$ cat src/rtl/bp_update_sched.sv
// Retire-side scheduler feeding the branch predictor's single update port.
// Optional BP_SCHED_STATS_EN adds saturating update/mispredict counters.
`ifndef OBQ_SIZE
`define OBQ_SIZE 16
`endif

module bp_update_sched #(
    parameter int RT_WIDTH       = 2,
    parameter int QUEUE_DEPTH    = 8,
    parameter int IDX_W          = $clog2(`OBQ_SIZE) + 1,
    parameter int RECOVER_CYCLES = 2
) (
    input  logic                               clock,
    input  logic                               reset,
    input  logic [RT_WIDTH-1:0]                rt_valid,
    input  logic [RT_WIDTH-1:0]                rt_taken,
    input  logic [RT_WIDTH-1:0]                rt_correct,
    input  logic [RT_WIDTH-1:0][31:0]          rt_pc,
    input  logic [RT_WIDTH-1:0][31:0]          rt_target,
    input  logic [RT_WIDTH-1:0][IDX_W-1:0]     rt_obq_idx,
    output logic                               rt_ready,
    output logic                               bp_en_branch,
    output logic                               bp_branch_taken,
    output logic                               bp_prediction_correct,
    output logic [31:0]                        bp_pc,
    output logic [31:0]                        bp_calculated_pc,
    output logic [IDX_W-1:0]                   bp_branch_index,
    output logic                               fetch_bp_stall,
`ifdef BP_SCHED_STATS_EN
    output logic [31:0]                        stat_updates,
    output logic [31:0]                        stat_mispredicts,
`endif
    output logic [$clog2(QUEUE_DEPTH):0]       count_out
);

    localparam int PTR_W = $clog2(QUEUE_DEPTH);
    localparam int CNT_W = PTR_W + 1;
    localparam int LN_W  = $clog2(RT_WIDTH + 1);

    typedef struct packed {
        logic             taken;
        logic             correct;
        logic [31:0]      pc;
        logic [31:0]      target;
        logic [IDX_W-1:0] idx;
    } entry_t;

    typedef enum logic {
        RUN,
        RECOVER
    } state_t;

    entry_t           mem [QUEUE_DEPTH];
    entry_t           lane_e [RT_WIDTH];
    entry_t           byp_e;
    entry_t           head_e;
    logic [PTR_W-1:0] wr_idx [RT_WIDTH];
    logic [RT_WIDTH-1:0] wr_en;
    logic [LN_W-1:0]  wr_cnt;
    logic [PTR_W-1:0] head_q;
    logic [PTR_W-1:0] tail_q;
    logic [CNT_W-1:0] count_q;
    logic [CNT_W-1:0] count_d;
    state_t           state_q;
    state_t           state_d;
    logic [3:0]       rcnt_q;
    logic [3:0]       rcnt_d;
    logic             byp_hit;
    logic             avail;
    logic             pop;
    logic             stall_d;

    assign rt_ready  = (QUEUE_DEPTH - int'(count_q)) >= RT_WIDTH;
    assign count_out = count_q;

    always_comb begin
        for (int i = 0; i < RT_WIDTH; i++) begin
            lane_e[i].taken   = rt_taken[i];
            lane_e[i].correct = rt_correct[i];
            lane_e[i].pc      = rt_pc[i];
            lane_e[i].target  = rt_target[i];
            lane_e[i].idx     = rt_obq_idx[i];
        end
    end

    // Valid lanes pack into consecutive slots starting at the tail.
    always_comb begin
        wr_cnt = '0;
        wr_en  = '0;
        for (int i = 0; i < RT_WIDTH; i++) begin
            wr_idx[i] = tail_q + PTR_W'(wr_cnt);
            wr_en[i]  = rt_ready & rt_valid[i];
            if (wr_en[i]) wr_cnt = wr_cnt + LN_W'(1);
        end
    end

    // An empty queue forwards the oldest incoming lane straight to issue.
    always_comb begin
        byp_e   = lane_e[0];
        byp_hit = 1'b0;
        for (int i = 0; i < RT_WIDTH; i++) begin
            if (rt_valid[i] && !byp_hit) begin
                byp_e   = lane_e[i];
                byp_hit = 1'b1;
            end
        end
    end

    assign avail  = (count_q != '0) || (rt_ready && byp_hit);
    assign head_e = (count_q == '0) ? byp_e : mem[head_q];

    always_comb begin
        state_d = state_q;
        rcnt_d  = rcnt_q;
        pop     = 1'b0;
        unique case (state_q)
            RUN: begin
                if (avail) begin
                    pop = 1'b1;
                    if (!head_e.correct) begin
                        state_d = RECOVER;
                        rcnt_d  = 4'(RECOVER_CYCLES);
                    end
                end
            end
            RECOVER: begin
                rcnt_d = rcnt_q - 4'd1;
                if (rcnt_q == 4'd1) state_d = RUN;
            end
            default: state_d = RUN;
        endcase
    end

    assign stall_d = (state_q == RECOVER) || (pop && !head_e.correct);
    assign count_d = count_q + CNT_W'(wr_cnt) - CNT_W'(pop);

    always_ff @(posedge clock) begin
        for (int i = 0; i < RT_WIDTH; i++) begin
            if (wr_en[i]) mem[wr_idx[i]] <= lane_e[i];
        end
    end

    always_ff @(posedge clock or posedge reset) begin
        if (reset) begin
            head_q                <= '0;
            tail_q                <= '0;
            count_q               <= '0;
            state_q               <= RUN;
            rcnt_q                <= '0;
            bp_en_branch          <= 1'b0;
            bp_branch_taken       <= 1'b0;
            bp_prediction_correct <= 1'b0;
            bp_pc                 <= '0;
            bp_calculated_pc      <= '0;
            bp_branch_index       <= '0;
            fetch_bp_stall        <= 1'b0;
        end else begin
            head_q         <= head_q + PTR_W'(pop);
            tail_q         <= tail_q + PTR_W'(wr_cnt);
            count_q        <= count_d;
            state_q        <= state_d;
            rcnt_q         <= rcnt_d;
            bp_en_branch   <= pop;
            fetch_bp_stall <= stall_d;
            if (pop) begin
                bp_branch_taken       <= head_e.taken;
                bp_prediction_correct <= head_e.correct;
                bp_pc                 <= head_e.pc;
                bp_calculated_pc      <= head_e.target;
                bp_branch_index       <= head_e.idx;
            end
        end
    end

`ifdef BP_SCHED_STATS_EN
    always_ff @(posedge clock or posedge reset) begin
        if (reset) begin
            stat_updates     <= '0;
            stat_mispredicts <= '0;
        end else if (bp_en_branch) begin
            if (stat_updates != '1)
                stat_updates <= stat_updates + 32'd1;
            if (!bp_prediction_correct && stat_mispredicts != '1)
                stat_mispredicts <= stat_mispredicts + 32'd1;
        end
    end
`endif

endmodule
$ cat config.mk
export PLATFORM = sky130hd
export DESIGN_NAME = bp_update_sched
export DESIGN_NICKNAME = d
export VERILOG_FILES = /design/src/rtl/bp_update_sched.sv
export SDC_FILE = /design/constraint.sdc
export NUM_CORES = 1
export LEC_CHECK = 0
export CORE_UTILIZATION = 60
export DETAILED_ROUTE_END_ITERATION = 6
export GPL_ROUTABILITY_DRIVEN = 0
export PLACE_DENSITY = 0.89
export SLEW_MARGIN = 20
export SYNTH_ARGS = -nofsm -noshare
export SYNTH_HDL_FRONTEND = slang
export SYNTH_SLANG_ARGS = --single-unit
$ cat constraint.sdc
create_clock -name clock -period 12.6 [get_ports clock]
set_input_delay 2.52 -clock clock [delete_from_list [all_inputs] [get_ports clock]]
set_output_delay 2.52 -clock clock [all_outputs]
set_load 0.02 [all_outputs]
==> out/summary.txt, run 1 <==
Cell variety after synth: 50
H-tree depth: 3
first-pass GRT wire length: 128 mm
most common cell in the netlist: mux2_2
sequential fraction of the synthesis area: 58.3%
die area: 0.0560 mm2
post-synthesis cell count: 1,967
MaxCap Viol Count: 0
post-cts sizing count: 0
Longest Clk Path Bufs: 3
Die X: 237 um
DP Area: 0.0357 mm2
Detail Placement HPWL: 44.6 mm
setup bufs post-CTS: 0
Area Overhead vs Synth: 15.5%
relative slew slack: 18.7%
Final Net Count: 2,323
Via density: 6.72
Core Footprint: 0.0541 mm2
clk sinks: 656
Yosys warning total: 0
TritonCTS clock tree: done
Critical Path Fanout Max: 56
RSZ-0062 raised after global routing: false
Max Slew Vio Count: 0
crit path kind: in -> reg
share of cells above drive strength 1: 44.4%
gr ovfl total: 0
final setup violation count: 0
DRT iter0 DRCs: 2,043
Post-CTS Hold Buffers: 0
top cells by count, synth: mux2_2, edfxtp_1, nor2_1, mux4_2, dfrtp_1
final hold violations: 0
DRC: 0
Mapped Nets: 2,132
vias: 19,700
Seq cells post-synth: 656
CP peak stage delay: 0.88 ns
worst-margin pin slew: 1.22 ns
Critical Path AT: 6.66 ns
pwr dens: 231 mW/mm2
Max Freq: 155 MHz
min-delay worst type: reg -> reg
Port-buffer cells: 223
Final Critical Period: 6.44 ns
initial antenna violation count: 24
number of global-route vias before repair: 20,700
worst reg-to-reg setup slack: 6.69 ns
Syn Area/Cell: 16.8 um2
FP Rows: 85
area share of the largest cell type after synthesis: 51.6%
largest net degree at the start of global routing: 74
maximum VDD drop: 0.159 mV
Critical-path top delay cell: buf_4
final hold slack: 0.507 ns
number of synthesized flops with an enable pin: 568
Clock Pin Slew Worst Setup and Hold Paths: 0.06 ns
dominant synthesized flop cell: edfxtp_1
Critical Path End Type: flop
Post-Route Setup TNS: 0 ns
Routed Antenna Nets: 0
drt pass-1 iters: 5
Crit path top cell by count: ha_1
IO Count: 224
largest cells by area after synthesis: edfxtp_1, mux2_2, mux4_2
Synth area leader: edfxtp_1
Initial Utilization: 61.0%
total CTS buffers: 70
height of the die: 237 um
Async SR Flop Fraction: 13.4%
wire length per cell: 28.8 um
Total GRT Usage: 30.5%
CTS Root Cell: clkbuf_16
crit-path cells: clkdlybuf4s50_1 -> nand2_1 -> inv_1 -> ha_1 -> ha_1 -> xnor2_1 -> nor2_1 -> nand4b_1 -> o31ai_4 -> buf_4
final WL: 84.3 mm
CP Launch Type: input pin
Required @ worst endpoint: 12.82 ns
later-pin clock latency in the skew report: 0.61 ns
Fin Clk Skew: 0.0286 ns
Leak Pwr: 12.9 nW
crit share post-route: 51.1%
Synth Cell Area: 0.0330 mm2
post-route cell area: 0.0382 mm2
status: finished clean
## state kept, by name, summed over array words and instances (netlist names)
| name | cells |
|---|---|
| count_out | 4 |
| bp_branch_taken | 1 |
| head_q | 3 |
| bp_prediction_correct | 1 |
| tail_q | 3 |
| state_q | 1 |
| bp_calculated_pc | 32 |
| bp_branch_index | 5 |
| fetch_bp_stall | 1 |
| bp_pc | 32 |
| bp_en_branch | 1 |
| mem | 568 |
| rcnt_q | 4 |
## critical path: cells and delay by family
kind | cells | cell delay (ns)
AND/OR/NAND/NOR | 3 | 1.32
AO/OA/AOI/OAI | 1 | 0.56
buffers and inverters | 3 | 1.57
adder cells (fa/ha/maj) | 2 | 0.45
XOR/XNOR | 1 | 0.17
## where the power goes
part           switching [mW]  total (mW)  internal (mW)
clock                   0.864        2.14           1.27
sequential              0.304        3.41           3.11
combinational            1.71        3.25           1.54
## final timing paths
kind                         startpoint              to  depth (start not counted)
setup / recovery            rt_valid[0]      mem[4][18]                         10
hold / removal                bp_pc[15]       bp_pc[15]                          2
setup reg to reg           count_out[1]      mem[4][18]                         14
hold reg to reg               bp_pc[15]       bp_pc[15]                          2
max in group asynchronous         reset       head_q[1]                          3
min in group asynchronous         reset  fetch_bp_stall                          2
## cell type report
type	count	area (um2)
timing repair buffer	254	2480
multi-input combinational	1160	13100
clock inverter	37	424
antenna	13	32.5
inverter	16	62.6
fill	3198	16000
clock buffer	93	1940
tap	696	871
sequential	656	19300
## metrics by stage
| step | util [%] | instances | setup slack, ns | total power [mW] |
|---|---|---|---|---|
| floorplan | - | 1967 | 2.11 | 5.68 |
| global placement | 66.0 | 2781 | 5.74 | 6.54 |
| detailed placement | 66.0 | 2781 | 5.67 | 6.64 |
| CTS | 70.4 | 2911 | 6.27 | 8.80 |
| global route | 70.5 | 2920 | 6.03 | 9.14 |
| finish | 70.5 | 2925 | 6.16 | 8.80 |
## routing by layer
| layer | up-vias | global-route usage (%) | share of wire, % | wire length (um) |
|---|---|---|---|---|
| met5 | - | 0 | 0.18 | 150 |
| li1 | 8256 | - | - | - |
| met2 | 1071 | 49.7 | 48 | 40700 |
| met3 | 161 | 6.77 | 9.9 | 8310 |
| met1 | 10100 | 40.8 | 39 | 33100 |
| met4 | 24 | 10.6 | 2.5 | 2070 |
## cell usage in the layout, fill, tap and decap left out, drive strengths merged, types with 5 or more instances in the layout
master / n
nand2: 10
buf: 31
clkbuf: 93
clkinv: 23
diode: 13
o31ai: 5
o22ai: 72
dfrtp: 88
ha: 18
nor2: 148
bufinv: 9
edfxtp: 568
xnor2: 5
inv: 20
clkdlybuf4s50: 223
mux2: 708
mux4: 140
## cells by family (layout without fill, tap and decap cells)
family,count (synthesis),in the layout,synth area share [%]
muxes,852,852,33.8
DFF,656,656,58.3
and+or+nand+nor,183,183,2.42
buffers and inverters,151,400,2.59
AOI/OAI and AO/OA,97,97,1.95
adders and majority gates,19,19,0.742
xor gates and xnor gates,9,9,0.239
other,0,13,0
Power figures use the tool's default switching activity.
==> run 2, diff against run 1 <==
--- a/config.mk
+++ b/config.mk
@@ -5,10 +5,10 @@
 export SDC_FILE = /design/constraint.sdc
 export NUM_CORES = 1
 export LEC_CHECK = 0
-export CORE_UTILIZATION = 60
+export CORE_UTILIZATION = 54
 export DETAILED_ROUTE_END_ITERATION = 6
 export GPL_ROUTABILITY_DRIVEN = 0
-export PLACE_DENSITY = 0.89
+export PLACE_DENSITY = 0.85
 export SLEW_MARGIN = 20
 export SYNTH_ARGS = -nofsm -noshare
 export SYNTH_HDL_FRONTEND = slang
==> constraint.sdc (replaced) <==
create_clock -name clock -period 5.23 [get_ports clock]
set_input_delay 1.046 -clock clock [delete_from_list [all_inputs] [get_ports clock]]
set_output_delay 1.046 -clock clock [all_outputs]
set_load 0.02 [all_outputs]
==> out/summary.txt, run 2 (synthesis results as in run 1) <==
status: finished clean
post-layout util: 64.0% (-6.5 points)
Critical Path End Type: flop
CP Launch Type: flop
Switching Fraction: 32.8% (+0.085 points)
DRT iter0 DRCs: 1,889 (-7.5%)
first-pass GRT wire length: 128 mm (+0.16%)
Total GRT Usage: 27.4% (-3.2 points)
Area Overhead vs Synth: 16.9%
TritonCTS clock tree: done
hold_sp: bp_pc[0]
pwr dens: 555 mW/mm2 (+140%)
Routed Antenna Nets: 0 (unchanged)
Die X: 249 um (+5.4%)
clk sinks: 656 (unchanged)
final WL: 84.6 mm (+0.38%)
setup bufs post-CTS: 0 (unchanged)
worst-margin pin slew: 1.11 ns (-0.107 ns)
Max Freq: 216 MHz
CTS Root Cell: clkbuf_16
wire length per cell: 28.1 um (-2.6%)
Required @ worst endpoint: 5.45 ns (-7.37 ns)
MaxCap Viol Count: 0 (unchanged)
Crit. Startpoint: count_out[1]
worst reg-to-reg setup slack: 0.60 ns (-6.09 ns)
Leak Pwr: 13.1 nW (+1.3%)
Core Footprint: 0.0604 mm2 (+11%)
number of global-route vias before repair: 20,400 (-1.4%)
maximum VDD drop: 0.506 mV (+220%)
crit share post-route: 88.5%
clock network power share: 24.2% (about the same)
total CTS buffers: 69 (-1.4%)
RSZ-0062 raised after global routing: false
Post-CTS Hold Buffers: 0 (unchanged)
drt pass-1 iters: 6 (+1)
post-cts sizing count: 0 (unchanged)
crit path kind: reg -> reg
Port-buffer cells: 223 (unchanged)
commonest cells after routing, fill and taps aside: mux2_2, edfxtp_1, clkdlybuf4s50_1
FP Rows: 90 (+5.9%)
final hold slack: 0.510 ns (+0.00302 ns)
Clock Pin Slew Worst Setup and Hold Paths: 0.06 ns (about the same)
IO Count: 224 (unchanged)
# fillers: 4,062 (+27%)
H-tree depth: 3 (unchanged)
Max Slew Vio Count: 0 (unchanged)
Final Critical Period: 4.63 ns
NetSw: 7.02 mW (+140%)
largest net degree at the start of global routing: 74 (unchanged)
sequential share of power: 38.4% (-0.4 points)
Critical Path AT: 4.85 ns (-1.81 ns)
Final Net Count: 2,333 (+0.43%)
Critical Path Fanout Max: 46 (-18%)
r2r startpoint: count_out[1]
share of cells above drive strength 1: 44.9% (+0.51 points)
Longest Clk Path Bufs: 3 (unchanged)
gr ovfl total: 0 (unchanged)
height of the die: 249 um (+5.4%)
Power Internal: 14.4 mW (+140%)
Initial Utilization: 54.8% (-6.3 points)
Largest register FFs: 568 (unchanged)
vias: 19,400 (-1.5%)
Detail Placement HPWL: 46.8 mm (+4.9%)
DRC: 0 (unchanged)
final setup violation count: 0 (unchanged)
Comb pwr share: 37.4% (+0.5 points)
final hold violations: 0 (unchanged)
relative slew slack: 25.8% (+7.1 points)
Via density: 6.42 (-4.4%)
later-pin clock latency in the skew report: 0.61 ns (about the same)
initial antenna violation count: 18 (-25%)
Fin Clk Skew: 0.0222 ns (-0.00643 ns)
most common cell after layout, fill and taps aside: mux2_2
die area: 0.0622 mm2 (+11%)
min-delay worst type: reg -> reg
[run 2: changes by cell type in the layout (fill, tap and decap cells not counted), moves of 2 or more]
cell | previous run | this run
clkbuf_16 | 73 | 71
clkbuf_8 | 4 | 9
clkinv_1 | 12 | 5
diode_2 | 13 | 9
clkinv_8 | 0 | 2
buf_4 | 30 | 20
buf_12 | 0 | 20
[run 2: final timing paths]
path                                   endpoint  depth (start not counted)
max in group asynchronous  bp_calculated_pc[21]                          3
hold / removal                         bp_pc[0]                          2
min in group asynchronous              bp_pc[6]                          2
hold reg to reg                        bp_pc[0]                          2
setup / recovery                     mem[0][57]                         14
setup reg to reg                     mem[0][57]                         14
[run 2: worst max-delay path: stages (launching register included)]
cell and delay, ns:
dfrtp_1 0.47, inv_1 0.08, ha_1 0.31, or3_1 0.33, o221ai_2 0.26, nand2_2 0.27
nand2_1 0.40, inv_1 0.14, ha_1 0.21, ha_1 0.21, xor2_1 0.16, nor2_1 0.25
nand4b_1 0.27, o41ai_4 0.12, buf_4 0.69
[run 2: stage by stage]
stage	setup WS (ns)	TNS [ns]	cells	area, um2	power, mW
finish	0.604	0	3015	38600	21.4
global route	0.364	0	3011	38600	22.3
floorplan	-0.380	-104.60	1967	33100	13.6
detailed placement	0.669	0	2878	36200	16.3
global placement	0.807	0	2877	36200	16.0
CTS	0.632	0	3005	38600	21.5
[run 2: routing by layer]
layer	vias up	global-route usage, %	share of wire, %
met5	-	0	0.15
met4	20	7.83	2.0
met3	143	6.11	8.2
met2	836	45.4	49
met1	10100	36.3	40
li1	8262	-	-
[run 2: area by class of cell]
class                   count  area (um2)  share of cell area, %
clock buffers              96        1960                   5.07
inverters                  16        62.6                  0.162
flip-flops and latches    656       19300                   49.9
diodes                      9        22.5                 0.0583
clock inverters            31         420                   1.09
multi-input cells        1160       13100                   33.9
well taps                 782         978                   2.53
repair buffers            265        2840                   7.34
[run 2: power by group through the flow]
stage | Clock, mW | Sequential, mW | Combinational [mW]
3_3_place_gp | 0 | 8.22 | 7.78
2_1_floorplan | 0 | 8.35 | 5.24
5_1_grt | 5.42 | 8.35 | 8.48
3_5_place_dp | 0 | 8.33 | 7.96
6_report | 5.18 | 8.22 | 8.02
4_1_cts | 5.23 | 8.23 | 8.02
